===== src/rtl/mbtrain_center_sweep_ctrl_if.sv =====
// Sideband and point-test bundle for the MBTRAIN eye-centering controller.
// slave: controller side (sends sb messages, drives o_pt_en); master: partner/test side.
interface mbtrain_center_sweep_ctrl_if #(
    parameter int NUM_LANES = 16,
    parameter int MSG_W     = 4
) ();
    logic [MSG_W-1:0]     i_sb_msg;
    logic                 i_sb_valid;
    logic [MSG_W-1:0]     o_sb_msg;
    logic                 o_sb_valid;
    logic                 o_pt_en;
    logic                 i_test_ack;
    logic [NUM_LANES-1:0] i_lanes_result;

    modport slave (
        input  i_sb_msg,
        input  i_sb_valid,
        input  i_test_ack,
        input  i_lanes_result,
        output o_sb_msg,
        output o_sb_valid,
        output o_pt_en
    );

    modport master (
        output i_sb_msg,
        output i_sb_valid,
        output i_test_ack,
        output i_lanes_result,
        input  o_sb_msg,
        input  o_sb_valid,
        input  o_pt_en
    );
endinterface


===== src/rtl/mbtrain_center_sweep_ctrl.sv =====
// MBTRAIN eye-centering controller: sweeps PI codes 0..PI_MAX, finds the
// longest contiguous passing window and programs the PI to its center.
// Ports: clk, rst (sync, active high), i_en (step enable, drop = abort),
//   i_lane_mask (lanes that must pass), bus (sideband + point test bundle),
//   o_pi_code (PI control word), o_done / o_fail (step complete / failed).
module mbtrain_center_sweep_ctrl #(
    parameter int NUM_LANES      = 16,
    parameter int PI_W           = 4,
    parameter int PI_MAX         = 15,
    parameter int MSG_W          = 4,
    parameter int MSG_START_REQ  = 1,
    parameter int MSG_START_RESP = 2,
    parameter int MSG_END_REQ    = 3,
    parameter int MSG_END_RESP   = 4,
    parameter int SETTLE_CYC     = 4,
    parameter int TIMEOUT_CYC    = 1024
) (
    input  logic                 clk,
    input  logic                 rst,
    input  logic                 i_en,
    input  logic [NUM_LANES-1:0] i_lane_mask,
    mbtrain_center_sweep_ctrl_if.slave bus,
    output logic [PI_W-1:0]      o_pi_code,
    output logic                 o_done,
    output logic                 o_fail
);

    localparam int LEN_W = PI_W + 1;
    localparam int TO_W  = $clog2(TIMEOUT_CYC + 1);
    localparam int ST_W  = $clog2(SETTLE_CYC + 1);

    typedef enum logic [3:0] {
        S_IDLE,
        S_START_REQ,
        S_WAIT_START,
        S_SET_PI,
        S_SETTLE,
        S_TEST,
        S_EVAL,
        S_END_REQ,
        S_WAIT_END,
        S_DONE
    } state_t;

    state_t               r_state;
    logic [NUM_LANES-1:0] r_mask;
    logic [PI_W-1:0]      r_pi;
    logic [PI_W-1:0]      r_cur_start;
    logic [PI_W-1:0]      r_best_start;
    logic [LEN_W-1:0]     r_cur_len;
    logic [LEN_W-1:0]     r_best_len;
    logic                 r_pass;
    logic [TO_W-1:0]      r_tcnt;
    logic [ST_W-1:0]      r_scnt;
    logic [PI_W-1:0]      r_pi_code;
    logic [MSG_W-1:0]     r_sb_msg;
    logic                 r_sb_valid;
    logic                 r_pt_en;
    logic                 r_done;
    logic                 r_fail;

    logic                 w_lane_pass;
    logic                 w_start_ok;
    logic                 w_end_ok;
    logic                 w_to;
    logic                 w_settled;
    logic                 w_last;
    logic [LEN_W-1:0]     w_run_len;
    logic [PI_W-1:0]      w_run_start;
    logic                 w_upd;
    logic [LEN_W-1:0]     w_best_len_n;
    logic [PI_W-1:0]      w_best_start_n;
    logic [PI_W-1:0]      w_center;

    // Unmasked lanes are forced to pass, so an all-zero mask passes everywhere.
    assign w_lane_pass = ((bus.i_lanes_result & r_mask) == r_mask);

    assign w_start_ok = bus.i_sb_valid
                     && (bus.i_sb_msg == MSG_W'(MSG_START_RESP));
    assign w_end_ok   = bus.i_sb_valid
                     && (bus.i_sb_msg == MSG_W'(MSG_END_RESP));
    assign w_to       = (r_tcnt == TO_W'(TIMEOUT_CYC - 1));
    assign w_settled  = (r_scnt == ST_W'(SETTLE_CYC - 1));
    assign w_last     = (r_pi == PI_W'(PI_MAX));

    // Run/best trackers as they will look after this EVAL cycle.
    assign w_run_len   = r_pass ? (r_cur_len + LEN_W'(1)) : '0;
    assign w_run_start = (r_pass && (r_cur_len == '0)) ? r_pi : r_cur_start;
    // Strict compare: an equal-length later window never displaces the first.
    assign w_upd          = r_pass && (w_run_len > r_best_len);
    assign w_best_len_n   = w_upd ? w_run_len : r_best_len;
    assign w_best_start_n = w_upd ? w_run_start : r_best_start;

    // Floor center; the sum never exceeds PI_MAX so truncation is lossless.
    assign w_center = PI_W'(LEN_W'(w_best_start_n)
                    + ((w_best_len_n - LEN_W'(1)) >> 1));

    always_ff @(posedge clk) begin
        if (rst || !i_en) begin
            r_state      <= S_IDLE;
            r_mask       <= '0;
            r_pi         <= '0;
            r_cur_start  <= '0;
            r_best_start <= '0;
            r_cur_len    <= '0;
            r_best_len   <= '0;
            r_pass       <= 1'b0;
            r_tcnt       <= '0;
            r_scnt       <= '0;
            r_pi_code    <= '0;
            r_sb_msg     <= '0;
            r_sb_valid   <= 1'b0;
            r_pt_en      <= 1'b0;
            r_done       <= 1'b0;
            r_fail       <= 1'b0;
        end else begin
            r_sb_valid <= 1'b0;
            r_sb_msg   <= '0;
            unique case (r_state)
                S_IDLE: begin
                    r_mask       <= i_lane_mask;
                    r_pi         <= '0;
                    r_cur_start  <= '0;
                    r_best_start <= '0;
                    r_cur_len    <= '0;
                    r_best_len   <= '0;
                    r_pi_code    <= '0;
                    r_sb_valid   <= 1'b1;
                    r_sb_msg     <= MSG_W'(MSG_START_REQ);
                    r_state      <= S_START_REQ;
                end
                S_START_REQ: begin
                    r_tcnt  <= '0;
                    r_state <= S_WAIT_START;
                end
                S_WAIT_START: begin
                    if (w_start_ok) begin
                        r_pi_code <= r_pi;
                        r_state   <= S_SET_PI;
                    end else if (w_to) begin
                        r_pi_code <= '0;
                        r_done    <= 1'b1;
                        r_fail    <= 1'b1;
                        r_state   <= S_DONE;
                    end else begin
                        r_tcnt <= r_tcnt + TO_W'(1);
                    end
                end
                S_SET_PI: begin
                    r_scnt  <= '0;
                    r_state <= S_SETTLE;
                end
                S_SETTLE: begin
                    if (w_settled) begin
                        r_tcnt  <= '0;
                        r_pt_en <= 1'b1;
                        r_state <= S_TEST;
                    end else begin
                        r_scnt <= r_scnt + ST_W'(1);
                    end
                end
                S_TEST: begin
                    if (bus.i_test_ack) begin
                        r_pass  <= w_lane_pass;
                        r_pt_en <= 1'b0;
                        r_state <= S_EVAL;
                    end else if (w_to) begin
                        r_pt_en   <= 1'b0;
                        r_pi_code <= '0;
                        r_done    <= 1'b1;
                        r_fail    <= 1'b1;
                        r_state   <= S_DONE;
                    end else begin
                        r_tcnt <= r_tcnt + TO_W'(1);
                    end
                end
                S_EVAL: begin
                    r_cur_len    <= w_run_len;
                    r_cur_start  <= w_run_start;
                    r_best_len   <= w_best_len_n;
                    r_best_start <= w_best_start_n;
                    if (w_last) begin
                        r_pi_code  <= (w_best_len_n == '0) ? '0 : w_center;
                        r_sb_valid <= 1'b1;
                        r_sb_msg   <= MSG_W'(MSG_END_REQ);
                        r_state    <= S_END_REQ;
                    end else begin
                        r_pi      <= r_pi + PI_W'(1);
                        r_pi_code <= r_pi + PI_W'(1);
                        r_state   <= S_SET_PI;
                    end
                end
                S_END_REQ: begin
                    r_tcnt  <= '0;
                    r_state <= S_WAIT_END;
                end
                S_WAIT_END: begin
                    if (w_end_ok) begin
                        r_done  <= 1'b1;
                        r_fail  <= (r_best_len == '0);
                        r_state <= S_DONE;
                    end else if (w_to) begin
                        r_pi_code <= '0;
                        r_done    <= 1'b1;
                        r_fail    <= 1'b1;
                        r_state   <= S_DONE;
                    end else begin
                        r_tcnt <= r_tcnt + TO_W'(1);
                    end
                end
                S_DONE: begin
                    r_state <= S_DONE;
                end
                default: begin
                    r_state <= S_IDLE;
                end
            endcase
        end
    end

    assign bus.o_sb_msg   = r_sb_msg;
    assign bus.o_sb_valid = r_sb_valid;
    assign bus.o_pt_en    = r_pt_en;
    assign o_pi_code      = r_pi_code;
    assign o_done         = r_done;
    assign o_fail         = r_fail;

endmodule


===== src/flat_wrapper.sv =====
// flat-port wrapper written by rule: the top's interface ports become plain ports
module mbtrain_center_sweep_ctrl_flat 
#(
    parameter int NUM_LANES      = 16,
    parameter int PI_W           = 4,
    parameter int PI_MAX         = 15,
    parameter int MSG_W          = 4,
    parameter int MSG_START_REQ  = 1,
    parameter int MSG_START_RESP = 2,
    parameter int MSG_END_REQ    = 3,
    parameter int MSG_END_RESP   = 4,
    parameter int SETTLE_CYC     = 4,
    parameter int TIMEOUT_CYC    = 1024
)
  (clk, rst, i_en, i_lane_mask, o_pi_code, o_done, o_fail, bus_i_sb_msg, bus_i_sb_valid, bus_i_test_ack, bus_i_lanes_result, bus_o_sb_msg, bus_o_sb_valid, bus_o_pt_en);
  mbtrain_center_sweep_ctrl_if #(.NUM_LANES(NUM_LANES), .MSG_W(MSG_W)) bus_i ();
  input  logic clk;
  input  logic rst;
  input  logic i_en;
  input  logic [NUM_LANES-1:0] i_lane_mask;
  output logic [PI_W-1:0] o_pi_code;
  output logic o_done;
  output logic o_fail;
  input wire logic [$bits(bus_i.i_sb_msg)-1:0] bus_i_sb_msg;
  input wire logic [$bits(bus_i.i_sb_valid)-1:0] bus_i_sb_valid;
  input wire logic [$bits(bus_i.i_test_ack)-1:0] bus_i_test_ack;
  input wire logic [$bits(bus_i.i_lanes_result)-1:0] bus_i_lanes_result;
  output wire logic [$bits(bus_i.o_sb_msg)-1:0] bus_o_sb_msg;
  output wire logic [$bits(bus_i.o_sb_valid)-1:0] bus_o_sb_valid;
  output wire logic [$bits(bus_i.o_pt_en)-1:0] bus_o_pt_en;
  assign bus_i.i_sb_msg = bus_i_sb_msg;
  assign bus_i.i_sb_valid = bus_i_sb_valid;
  assign bus_i.i_test_ack = bus_i_test_ack;
  assign bus_i.i_lanes_result = bus_i_lanes_result;
  assign bus_o_sb_msg = bus_i.o_sb_msg;
  assign bus_o_sb_valid = bus_i.o_sb_valid;
  assign bus_o_pt_en = bus_i.o_pt_en;
  mbtrain_center_sweep_ctrl #(.NUM_LANES(NUM_LANES), .PI_W(PI_W), .PI_MAX(PI_MAX), .MSG_W(MSG_W), .MSG_START_REQ(MSG_START_REQ), .MSG_START_RESP(MSG_START_RESP), .MSG_END_REQ(MSG_END_REQ), .MSG_END_RESP(MSG_END_RESP), .SETTLE_CYC(SETTLE_CYC), .TIMEOUT_CYC(TIMEOUT_CYC)) u_core (.clk(clk), .rst(rst), .i_en(i_en), .i_lane_mask(i_lane_mask), .bus(bus_i), .o_pi_code(o_pi_code), .o_done(o_done), .o_fail(o_fail));
endmodule

===== config.mk =====
export PLATFORM = sky130hd
export DESIGN_NAME = mbtrain_center_sweep_ctrl_flat
export DESIGN_NICKNAME = d
export VERILOG_FILES = /design/src/rtl/mbtrain_center_sweep_ctrl_if.sv /design/src/rtl/mbtrain_center_sweep_ctrl.sv /design/src/flat_wrapper.sv
export SDC_FILE = /design/constraint.sdc
export NUM_CORES = 1
export LEC_CHECK = 0
export ABC_CLOCK_PERIOD_IN_PS = 8000
export CAP_MARGIN = 20
export CORE_ASPECT_RATIO = 1.75
export CORE_MARGIN = 5
export CORE_UTILIZATION = 35
export CTS_BUF_LIST = sky130_fd_sc_hd__clkbuf_8 sky130_fd_sc_hd__clkbuf_16
export CTS_CLUSTER_SIZE = 30
export DETAILED_ROUTE_END_ITERATION = 7
export GPL_ROUTABILITY_DRIVEN = 0
export HOLD_SLACK_MARGIN = 0.1
export PLACE_DENSITY_LB_ADDON = 0.25
export SETUP_SLACK_MARGIN = 0.4
export SLEW_MARGIN = 20
export SYNTH_ARGS = -nofsm -noshare
export SYNTH_HDL_FRONTEND = slang
export SYNTH_SLANG_ARGS = --single-unit

===== constraint.sdc =====
create_clock -name clk -period 8 [get_ports clk]
set_input_delay 1.6 -clock clk [delete_from_list [all_inputs] [get_ports clk]]
set_output_delay 1.6 -clock clk [all_outputs]
set_load 0.1 [all_outputs]

==> results.py <==
metrics = {
    "detailed_routing": {
        "avgViaCountPerCell": 5.49,
        "ant_nets": 0,
        "drc_errors": 0,
        "drt_iter0_markers": 278,
        "drt_wl_total_mm": 10.3,
        "wl_per_cell_um": 15.7,
        "dr_total_vias": 3606,
        "drtPass1Iterations": 4,
    },
    "cts": {
        "cts_buffers": 9,
        "clk_pin_slew_ns": 0.05,
        "cts_hold_buf": 0,
        "cts_setup_buffers": 0,
        "cts.repair.resized": 0,
        "cts-htree-levels": 3,
        "clock-sinks": 66,
        "cts_tree": "yes",
        "cts_buffer_depth": 2,
        "cts_root_buf": "clkbuf_16",
        "insertion_delay_ns": 0.33,
    },
    "setup_path": {
        "crit_end": "u_core.o_pi_code[3]$_SDFFE_PP0P_",
        "ff2ff_path_depth": 16,
        "reg2reg_from": "u_core.r_cur_len[0]$_SDFFE_PP0P_",
        "end_kind": "register",
        "r2r-end": "u_core.o_pi_code[3]$_SDFFE_PP0P_",
        "critPathLaunch": "u_core.r_cur_len[0]$_SDFFE_PP0P_",
        "path_max_fanout": 18,
        "required_ns": 8.22,
        "worstPathArrival_ns": 4.57,
        "criticalPathCategory": "reg2reg",
        "r2r_setup_slack_ns": 3.65,
        "start_kind": "register",
    },
    "job": {
        "maxCapViolations": 0,
    },
    "sta": {
        "fmax_mhz": 230,
        "whs_ns": 0.454,
        "slew_violations": 0,
        "finalSetupViolCount": 0,
        "fin_skew_ns": 0.00686,
        "fin_setup_tns_ns": 0,
        "min_period_ns": 4.35,
        "slew-limit-headroom_pct": 33.5,
        "rsz0062_at_grt": "no",
        "worst_slew_pin_slew_ns": 0.995,
        "finalCritPeriodShare_pct": 54.4,
        "hold_viol": 0,
        "fin_ws_ns": 3.65,
    },
    "cells_and_area": {
        "area_delta_synth_final_pct": 21.5,
        "nets": 577,
        "finish.cell_count_without_fillers": 657,
        "diodes": 0,
        "layout-drive-gt1-share_pct": 8.95,
        "fin_util_pct": 43.4,
    },
    "synth": {
        "avgSynthCellArea_um2": 8.12,
        "synth_edf_count": 0,
        "async_flop_share_pct": 0,
        "yosysWarnings": 0,
        "ys.flop_type": "dfxtp_1",
        "synthDistinctLibCells": 76,
        "synth-seq-cells": 66,
        "ys_seq_area_share_pct": 33.3,
        "netlist_area_mm2": 0.00397,
        "synthCells": 489,
    },
    "die": {
        "start_util_pct": 35.7,
        "row_count": 51,
        "io_pins": 53,
        "core_mm2": 0.0111,
        "die_area_mm2": 0.0137,
        "die-width_um": 90.5,
        "die_h_um": 151,
    },
    "global_routing": {
        "grt_pass1_vias": 3622,
        "grt_max_degree": 53,
        "grt_pass1_wl_mm": 17.0,
        "grt_overflow": 0,
        "gr-usage-all-layers_pct": 15.4,
        "antenna_found_initial": 0,
    },
    "status": {
        "status": "completed",
    },
    "pwr": {
        "p_per_area_mw_per_mm2": 177,
        "p_leak_nw": 1.72,
        "ir_worst_vdd_v": 0.000113,
    },
    "min_path": {
        "hold_path.class": "reg2reg",
    },
    "placed_design": {
        "place_inst": 641,
        "port_buffers": 50,
        "pre_cts_ws_ns": 3.68,
        "hpwl_mm": 7.82,
    },
}
[metal layers]
metal | track usage (%) | up-vias | share of wire, %
met5 | 0 | - | 0
met4 | 8.57 | 0 | 3.5
met3 | 3.53 | 29 | 4.8
met2 | 28.5 | 94 | 54
met1 | 15.7 | 1687 | 38
li1 | - | 1796 | -
[kinds of logic after synthesis]
| kind of cell | after synthesis | synth area share (%) |
|---|---|---|
| xor gates and xnor gates | 14 | 3.09 |
| DFF | 66 | 33.3 |
| AOI/OAI and AO/OA | 126 | 23.0 |
| adders and majority gates | 16 | 5.23 |
| and+or+nand+nor | 188 | 24.3 |
| other | 1 | 0.0945 |
| muxes | 14 | 3.59 |
| buffers and inverters | 64 | 7.31 |
[synthesized netlist by cell type (2+ instances only)]
master	number	area share, %
a2111oi_4	3	2.1
a211oi_1	4	0.76
a21oi_1	43	5.4
a21oi_2	2	0.44
a221oi_1	5	1.1
a22oi_1	12	2.3
a2bb2oi_1	2	0.44
a31o_2	2	0.44
a31oi_1	5	0.79
a32oi_1	4	0.88
and2_1	5	0.79
and2b_1	2	0.38
and3_1	3	0.47
and4_1	2	0.44
and4b_1	2	0.50
buf_1	2	0.19
buf_2	7	0.88
buf_4	5	0.95
buf_6	3	0.85
clkbuf_1	16	1.5
dfxtp_1	66	33
ha_1	15	4.7
inv_1	31	2.9
mux2_2	2	0.57
mux2i_1	12	3.0
nand2_1	59	5.6
nand2b_1	4	0.63
nand3_1	13	1.6
nand4_1	6	0.95
nor2_1	54	5.1
nor2_2	4	0.63
nor2b_1	3	0.47
nor3_1	9	1.1
nor4_1	3	0.47
nor4_2	2	0.63
o211ai_1	5	0.95
o21ai_0	15	1.9
o221ai_1	2	0.44
o22ai_1	4	0.63
or3_1	2	0.32
or4b_1	2	0.50
xnor2_1	10	2.2
xor2_1	4	0.88
[critical path, stage by stage, from the launching register on]
cell and delay [ns]:
dfxtp_1 0.41, ha_1 0.26, nand3_1 0.12, xnor2_1 0.14, and2_1 0.22, ha_1 0.34, nand4_1 0.15, o211ai_2 0.66
mux2i_1 0.24, ha_1 0.30, xnor2_1 0.30, ha_1 0.29, a21o_1 0.15, a21oi_1 0.16, xor2_1 0.23, mux2i_1 0.21
nand2_1 0.06
[area by class of cell]
cell class	instances	area, um^2
Multi-Input combinational cell	360	2360
Clock buffer	12	267
Fill cell	1176	6280
Clock inverter	4	72.6
Sequential cell	66	1320
Timing Repair Buffer	52	515
Tap cell	132	165
Inverter	31	116
[worst min path at each step]
stage,start,endpoint,cells past startpoint
after floorplan,u_core.r_mask[10]$_SDFFE_PP0P_,u_core.r_mask[10]$_SDFFE_PP0P_,2
after global placement,u_core.r_mask[15]$_SDFFE_PP0P_,u_core.r_mask[15]$_SDFFE_PP0P_,2
after global routing,u_core.r_mask[5]$_SDFFE_PP0P_,u_core.r_mask[5]$_SDFFE_PP0P_,2
after detailed placement,u_core.r_mask[14]$_SDFFE_PP0P_,u_core.r_mask[14]$_SDFFE_PP0P_,2
final,u_core.r_mask[2]$_SDFFE_PP0P_,u_core.r_mask[2]$_SDFFE_PP0P_,2
after CTS,u_core.r_mask[14]$_SDFFE_PP0P_,u_core.r_mask[14]$_SDFFE_PP0P_,2
[report_power, final]
group | internal [W] | switching [W] | total (W)
Combinational | 0.0000313 | 0.0000411 | 0.0000724
Clock | 0.000298 | 0.000146 | 0.000443
Sequential | 0.000334 | 0.00000537 | 0.000339
[registers in the layout, indices dropped and copies added, names as in the netlist]
register             cells
u_core.r_pi              4
u_core.bus.o_pt_en       1
u_core.o_pi_code         4
u_core.r_tcnt           11
u_core.r_scnt            3
u_core.o_done            1
u_core.bus.o_sb_msg      2
u_core.r_cur_len         5
u_core.r_cur_start       4
u_core.r_mask           16
u_core.r_state           4
u_core.r_pass            1
u_core.o_fail            1
u_core.r_best_len        5
u_core.r_best_start      4
[through the flow]
stage	instance area [um^2]	total power, W
floorplan	3970	0.000389
global placement	4480	0.000419
detailed placement	4480	0.000419
CTS	4820	0.000867
global route	4820	0.000885
finish	4820	0.000855
[cells in the final DEF, fill, tap and decap left out, types with 3 or more instances in the layout]
cell type,instances
o211ai_1,5
and2_1,5
ha_1,15
and3_1,3
a22oi_1,12
nand2_1,59
a31oi_1,5
o22ai_1,4
clkdlybuf4s50_1,50
a2111oi_4,3
o21ai_0,15
a32oi_1,4
nand4_1,6
nor3_1,9
nand3_1,13
xnor2_1,10
nor2_1,54
clkbuf_8,3
inv_1,31
xor2_1,4
a21oi_1,43
a221oi_1,5
nand2b_1,3
mux2i_1,12
clkbuf_16,9
nor2b_1,3
nor2_2,4
a211oi_1,4
nor4_1,3
dfxtp_1,66
No activity file was read; power rests on OpenSTA's default activity.
